--- config.mk ---
export PLATFORM = sky130hd
export DESIGN_NAME = minc_loader_flat
export DESIGN_NICKNAME = d
export VERILOG_FILES = /design/src/rtl/minc_pkg.sv /design/src/rtl/minc_loader_if.sv /design/src/rtl/minc_loader.sv /design/src/flat_wrapper.sv
export SDC_FILE = /design/constraint.sdc
export NUM_CORES = 1
export LEC_CHECK = 0
export ABC_CLOCK_PERIOD_IN_PS = 2200
export CORE_AREA = 2 2 109 111
export DETAILED_ROUTE_END_ITERATION = 12
export DIE_AREA = 0 0 111 113
export DONT_BUFFER_PORTS = 1
export PLACE_DENSITY = 0.36
export SYNTH_ARGS = -nofsm -noshare
export SYNTH_HDL_FRONTEND = slang
export SYNTH_SLANG_ARGS = --single-unit
--- constraint.sdc ---
create_clock -name CLK -period 2.2 [get_ports CLK]
set_input_delay 0.33 -clock CLK [delete_from_list [all_inputs] [get_ports CLK]]
set_output_delay 0.33 -clock CLK [all_outputs]
set_load 0.1 [all_outputs]
--- src/rtl/minc_pkg.sv ---
// Shared definitions for the minc core and its program loader.
package minc_pkg;

    localparam int         MINC_WORD_W   = 15;
    localparam int         MINC_ADDR_W   = 8;
    localparam logic [7:0] MINC_LOAD_HDR = 8'hA5;

    typedef enum logic [2:0] {
        IDLE,
        LEN,
        HI,
        LO,
        SUM,
        RUN
    } loader_state_t;

endpackage

--- src/rtl/minc_loader_if.sv ---
// Byte stream in and instruction memory write port out, bundled for the loader.
// slave = loader side, master = byte source / memory observer side.
interface minc_loader_if
    import minc_pkg::*;
#(
    parameter int ADDR_W = MINC_ADDR_W,
    parameter int WORD_W = MINC_WORD_W
);
    logic [7:0]        rx_data;
    logic              rx_valid;
    logic              rx_ready;
    logic              wr_en;
    logic [ADDR_W-1:0] wr_addr;
    logic [WORD_W-1:0] wr_data;

    modport slave (
        input  rx_data,
        input  rx_valid,
        output rx_ready,
        output wr_en,
        output wr_addr,
        output wr_data
    );

    modport master (
        output rx_data,
        output rx_valid,
        input  rx_ready,
        input  wr_en,
        input  wr_addr,
        input  wr_data
    );
endinterface

--- src/rtl/minc_loader.sv ---
// Program loader for the minc core: parses HDR/LEN/words/SUM frames,
// writes 15-bit words into instruction memory from address 0 upward and
// releases the core only after a frame with a matching checksum.
//
// state | meaning
// IDLE  | waiting for header byte, other bytes dropped
// LEN   | next byte is the word count (0 = 256)
// HI    | expecting high byte of a word (bit 7 must be 0)
// LO    | expecting low byte; completes and writes the word
// SUM   | expecting checksum byte
// RUN   | frame accepted, core running; header byte starts a reload
module minc_loader
    import minc_pkg::*;
#(
    parameter int         ADDR_W = MINC_ADDR_W,
    parameter int         WORD_W = MINC_WORD_W,
    parameter logic [7:0] HDR    = MINC_LOAD_HDR
) (
    input  logic              CLK,
    input  logic              RESET,
    minc_loader_if.slave      bus,
    output logic              cpu_hold,
    output logic              done,
    output logic              err
);

    loader_state_t state;
    logic [8:0]    remaining;
    logic [7:0]    checksum;
    logic [6:0]    word_hi;
    logic          xfer;
    logic [WORD_W-1:0] word_next;

    // Byte handshake and the word assembled from the latched high part.
    always_comb begin
        xfer      = bus.rx_valid & bus.rx_ready;
        word_next = {word_hi, bus.rx_data};
    end

    // Frame parser, counters and all registered outputs.
    always_ff @(posedge CLK) begin
        if (RESET) begin
            state        <= IDLE;
            remaining    <= '0;
            checksum     <= '0;
            word_hi      <= '0;
            bus.rx_ready <= 1'b0;
            bus.wr_en    <= 1'b0;
            bus.wr_addr  <= '0;
            bus.wr_data  <= '0;
            cpu_hold     <= 1'b1;
            done         <= 1'b0;
            err          <= 1'b0;
        end else begin
            bus.rx_ready <= 1'b1;
            bus.wr_en    <= 1'b0;
            // Address moves on in the cycle after the strobe so it is stable while wr_en is high.
            if (bus.wr_en) begin
                bus.wr_addr <= bus.wr_addr + ADDR_W'(1);
            end
            if (xfer) begin
                case (state)
                    IDLE: begin
                        if (bus.rx_data == HDR) begin
                            state       <= LEN;
                            err         <= 1'b0;
                            checksum    <= '0;
                            bus.wr_addr <= '0;
                        end
                    end
                    LEN: begin
                        remaining <= (bus.rx_data == 8'd0) ? 9'd256 : {1'b0, bus.rx_data};
                        state     <= HI;
                    end
                    HI: begin
                        if (bus.rx_data[7]) begin
                            err   <= 1'b1;
                            state <= IDLE;
                        end else begin
                            word_hi  <= bus.rx_data[6:0];
                            checksum <= checksum + bus.rx_data;
                            state    <= LO;
                        end
                    end
                    LO: begin
                        bus.wr_en   <= 1'b1;
                        bus.wr_data <= word_next;
                        checksum    <= checksum + bus.rx_data;
                        remaining   <= remaining - 9'd1;
                        state       <= (remaining == 9'd1) ? SUM : HI;
                    end
                    SUM: begin
                        if (bus.rx_data == checksum) begin
                            done     <= 1'b1;
                            cpu_hold <= 1'b0;
                            state    <= RUN;
                        end else begin
                            err   <= 1'b1;
                            state <= IDLE;
                        end
                    end
                    RUN: begin
                        if (bus.rx_data == HDR) begin
                            cpu_hold    <= 1'b1;
                            done        <= 1'b0;
                            err         <= 1'b0;
                            checksum    <= '0;
                            bus.wr_addr <= '0;
                            state       <= LEN;
                        end
                    end
                    default: state <= IDLE;
                endcase
            end
        end
    end

endmodule

--- src/flat_wrapper.sv ---
// flat-port wrapper written by rule: the top's interface ports become plain ports
module minc_loader_flat import minc_pkg::*;
#(
    parameter int         ADDR_W = MINC_ADDR_W,
    parameter int         WORD_W = MINC_WORD_W,
    parameter logic [7:0] HDR    = MINC_LOAD_HDR
)
  (CLK, RESET, cpu_hold, done, err, bus_rx_data, bus_rx_valid, bus_rx_ready, bus_wr_en, bus_wr_addr, bus_wr_data);
  minc_loader_if #(.ADDR_W(ADDR_W), .WORD_W(WORD_W)) bus_i ();
  input  logic CLK;
  input  logic RESET;
  output logic cpu_hold;
  output logic done;
  output logic err;
  input wire logic [$bits(bus_i.rx_data)-1:0] bus_rx_data;
  input wire logic [$bits(bus_i.rx_valid)-1:0] bus_rx_valid;
  output wire logic [$bits(bus_i.rx_ready)-1:0] bus_rx_ready;
  output wire logic [$bits(bus_i.wr_en)-1:0] bus_wr_en;
  output wire logic [$bits(bus_i.wr_addr)-1:0] bus_wr_addr;
  output wire logic [$bits(bus_i.wr_data)-1:0] bus_wr_data;
  assign bus_i.rx_data = bus_rx_data;
  assign bus_i.rx_valid = bus_rx_valid;
  assign bus_rx_ready = bus_i.rx_ready;
  assign bus_wr_en = bus_i.wr_en;
  assign bus_wr_addr = bus_i.wr_addr;
  assign bus_wr_data = bus_i.wr_data;
  minc_loader #(.ADDR_W(ADDR_W), .WORD_W(WORD_W), .HDR(HDR)) u_core (.CLK(CLK), .RESET(RESET), .bus(bus_i), .cpu_hold(cpu_hold), .done(done), .err(err));
endmodule
; ---- Yosys cells after proc, flatten, opt, wreduce, memory -nomap -nowiden
; Cells that the tools add are included.
[classes]
add_sub_neg = 3
multipliers = 0
div_mod_pow = 0
order_cmp = 0
n_eq_ne = 14
shift = 0
muxes = 25
n_bitwise = 3
reduce_logical = 15
[ops]
columns = cell, n
row1 = 8-bit two-way mux, 6
row2 = 8-bit case mux with 3 select lines, 1
row3 = 9-bit case mux with 2 select lines, 1
row4 = 3-bit case mux with 5 select lines, 1
row5 = 9-bit by 1-bit == test with 1-bit output (second input constant), 1
row6 = 3-bit two-way mux, 3
row7 = 9-bit two-way mux, 1
row8 = 9-bit by 1-bit subtractor with 9-bit output (second input constant), 1
row9 = 8-bit by 1-bit adder with 8-bit output (second input constant), 1
row10 = 8-bit adder, 1
row11 = 8-bit == test, 1
row12 = 8-bit == test (second input constant), 1
row13 = 8-bit zero test, 1
row14 = 1-bit two-way mux, 8
row15 = 4-bit AND reduction, 2
row16 = 3-bit by 2-bit == test with 1-bit output (second input constant), 2
row17 = 3-bit == test (second input constant), 2
row18 = 2-bit by 1-bit != test with 1-bit output (second input constant), 3
row19 = 2-bit != test (second input constant), 3
row20 = 2-bit AND reduction, 3
row21 = 3-bit nonzero test, 2
row22 = 5-bit AND reduction, 1
row23 = 1-bit case mux with 2 select lines, 2
row24 = 2-bit nonzero test, 2
row25 = 8 further kinds, 10
[word_totals]
ff_bits = 55
latch_bits = 0
ramBits = 0
rom_bits = 0
in_bits = 11
out_inout_bits = 28
wordCells = 71
mem_count = 0

; ---- Logic depth before layout (Yosys ltp)
[logic_depth]
word_depth = 5
depth_mapped = 7
mapped_depth_nobuf = 7

; ---- Worst setup path after synthesis
; OpenSTA, ideal clock, no wires.
[synth_timing]
kind = register -> register
from = register u_core.bus.rx_ready
to = register u_core.checksum[7]
arrival_ns = 2.514
required_time_ns = 2.140
setup_slack_ns = -0.374
path_stages_with_launch = 7
synth_period_minus_slack_ns = 2.574
cell_sequence = dfxtp_1 > nand2_1 > nor3b_2 > and2_0 > clkbuf_1 > o2111a_1 > a311o_1
[synth_via]
elab_chain_cells = 2
[synth_rtl]
columns = item, line_no
row1 = start: declaration, minc_loader_if.sv:19  ; output rx_ready,
row2 = start signal: assignment, minc_loader.sv:47  ; bus.rx_ready <= 1'b0;
row3 = start signal: assignment, minc_loader.sv:55  ; bus.rx_ready <= 1'b1;
row4 = 1-bit AND, minc_loader.sv:36  ; xfer = bus.rx_valid & bus.rx_ready;
row5 = 4-bit AND reduction (no line), -
row6 = end signal: assignment, minc_loader.sv:81  ; checksum <= checksum + bus.rx_data;
row7 = end signal: assignment, minc_loader.sv:88  ; checksum <= checksum + bus.rx_data;
row8 = end: declaration, minc_loader.sv:29  ; logic [7:0] checksum;
; No other way between the ends.
; A chain may end at the register's enable or synchronous reset.

; ---- Final worst setup path
[layout_timing]
from = register u_core.checksum[4]
to = register u_core.cpu_hold
[layout_via]
elab_chain_cells = 3
[layout_rtl]
columns = item, line_no
row1 = 8-bit == test, minc_loader.sv:93  ; if (bus.rx_data == checksum) begin
row2 = 2-bit by 1-bit != test with 1-bit output (no line), -
row3 = 4-bit AND reduction (no line), -
row4 = end signal: assignment, minc_loader.sv:51  ; cpu_hold <= 1'b1;
row5 = end signal: assignment, minc_loader.sv:95  ; cpu_hold <= 1'b0;
row6 = end signal: assignment, minc_loader.sv:104  ; cpu_hold <= 1'b1;
row7 = end: declaration, minc_loader.sv:22  ; output logic cpu_hold,
; No other way between the ends.

==> qor.txt <==
status: finished, final reports clean
final hold vios: 0
worst min path class: input pin to flop
Synth Net Count: 353
CP Max Fanout: 6
FFs w/ async S/R, synth: 0%
largest family of logic cells by synthesized area: simple AND/OR/NAND/NOR gates
syn_area_per_cell: 8.14 um2
CP max stage cell: ha_1
drt total wl: 7.40 mm
CTS Root Cell: clkbuf_16
worst hold slack: 0.104 ns
register area: 0.00110 mm2
synth unique cells: 50
RSZ-0062 raised after global routing: no
Setup TNS Final: 0 ns
Max-Cap Viols: 0
R2R cell count: 6
H-tree Lvls: 2
period utilization: 85.6%
post-synthesis cell area: 0.00270 mm2
EDFF count, synth: 0
multiplexer share of the synthesized area: 0.743%
Pins Over Slew Limit: 0
CTS tree: built
Clock Latency Late Sink: 0.29 ns
Die W: 111 um
Final Skew: 0.00688 ns
Ys Warns: 0
Critical Path, Cell by Cell: ha_1 -> nor4_1 -> nand4_1 -> o21ai_0 -> a22oi_1 -> or2_2
measured slew at the worst slew-check pin: 0.425 ns
PortBufs: 0
CTS Buf Count: 5
first-pass GRT wire length: 12.6 mm
leading area contributor after synthesis: dfxtp_1
pin count of the biggest net entering global routing: 47
most frequent cells in the layout: nand2_1 (61), dfxtp_1 (54), buf_4 (42)
global-route usage over all layers: 12.2%
GRT Residual Overflow: 0
WP data arrival: 2.07 ns
Post-Synth XOR/XNOR Area: 4.55%
TritonRoute pass-1 iters: 4
data required time of the worst path: 2.38 ns
wire per inst: 14.6 um
GPL Wtd Cong: 0.759
CP startpoint kind: flop
Fillers: 1207
final worst slack: 0.316 ns
detailed placement HPWL: 5.34 mm
die area: 0.0125 mm2
Max VDD drop: 0.330 mV
reg2reg setup slack: 0.32 ns
power per cell area: 602 mW/mm2
core area: 0.0113 mm2
Post-Synthesis Cells: 331
clock transition at the registers of the reported paths: 0.07 ns
top-level I/O count: 39
Routed Antenna Nets: 0
Slew headroom: 71.7%
DRC: 0
Achievable Freq: 531 MHz
Synth Area in Adders: 5.39%
vias per cell: 4.79
Setup Buffers After CTS: 0
ys flop type: dfxtp_1
Synth Area in Simple Gates: 24.2%
setup violators final: 0
flops & latches, synth: 55
min Tclk post-route: 1.88 ns
# hold bufs at CTS: 0
Final #Nets: 385
CTS Sinks: 55
Yosys top cell area share: 40.9%
sequential share of the synthesized area: 40.9%
commonest non-fill, non-tap cell in the layout: nand2_1
layout cell share with drive strength beyond 1: 17.3%
CP Capture Type: flop
# rows: 39
initial core utilization: 23.9%
static leakage: 1.25 nW
# diodes: 0
drt first-iter violations: 158
clk buf depth: 2
post-cts gate resize count: 0
vias in the first global route: 2357
Area Overhead vs Synth: 22.1%
most area-consuming cells after synthesis: dfxtp_1 (41%), nand2_1 (8.5%), a21oi_1 (6.1%), ha_1 (4.6%), nor2_1 (4.6%)
via count: 2427
Synth Area in Compound Gates: 20.9%
crit path kind: flop to flop
CP max stage delay: 0.36 ns
pre-CTS setup slack: 0.154 ns
initial antenna violation count: 0
Die Y: 113 um
hold path cells: 1
Power, Total: 1.98 mW
multi-input gate area in the final layout: 0.00151 mm2
## cell usage after synthesis, types with 3 or more instances
cell	instances
o31ai_1	5
nor4_1	3
clkbuf_1	13
nor2b_1	3
a21o_2	3
nand2b_1	3
inv_1	5
ha_1	10
nand2_1	61
nor2_1	33
nand3_1	14
xor2_1	9
or2_2	3
or4_1	3
a21oi_1	33
a21o_1	3
dfxtp_1	55
xnor2_1	5
o21ai_0	11
a22oi_1	13
nand4_1	5
## per-stage QoR
step	utilization, %	area, um2	instances
2_1_floorplan	-	2700	331
3_3_place_gp	27.7	3120	499
3_5_place_dp	27.7	3120	499
4_1_cts	29.2	3290	507
5_1_grt	29.2	3290	507
6_report	29.2	3290	507
## routing by layer
layer	vias up	part of all wire, %	GRT usage (%)
met4	0	0.81	3.00
met1	1149	51	17.2
li1	1229	-	-
met3	5	4.7	2.84
met2	44	44	19.0
met5	-	0	0
## cells by family (layout without fill, tap and decap cells)
family,Yosys count,after routing
AOI/OAI and AO/OA,85,85
xor gates and xnor gates,14,14
adders and majority gates,11,11
buffers and inverters,23,56
DFF,55,55
muxes,2,2
and+or+nand+nor,141,141
## where the power goes
group / leakage, nW / switching [mW] / internal [mW] / total, mW
combinational: 0.730 / 0.0371 / 0.0254 / 0.0625
clock: 0.0815 / 0.381 / 0.543 / 0.925
sequential: 0.443 / 0.000503 / 0.995 / 0.996
total: 1.25 / 0.419 / 1.56 / 1.98
## critical path, delay by kind of cell, from the launching register on
family,cells,cell delay (ns)
compound gates,2,0.31
fa+ha+maj,1,0.36
flops,1,0.32
simple gates,3,0.79
## worst paths after layout
| path | from | to |
|---|---|---|
| hold reg to reg | u_core.word_hi[4] | u_core.bus.wr_data[12] |
| setup reg to reg | u_core.checksum[4] | u_core.cpu_hold |
| hold / removal | RESET | u_core.checksum[4] |
| setup / recovery | u_core.checksum[4] | u_core.cpu_hold |
## flip-flops by register name (all words and copies together), names as in the netlist, 3 cells and up
register / flops
u_core.bus.wr_data: 15
u_core.bus.wr_addr: 8
u_core.checksum: 8
u_core.remaining: 9
u_core.state: 3
u_core.word_hi: 7
## layout make-up
class / count / area share [%]
clock buffer: 6 / 3.91
multi-input combinational: 253 / 45.7
clock inverter: 2 / 1.18
timing repair buffer: 42 / 9.58
tap: 143 / 5.44
inverter: 6 / 0.684
sequential: 55 / 33.5
Power figures use the tool's default switching activity.
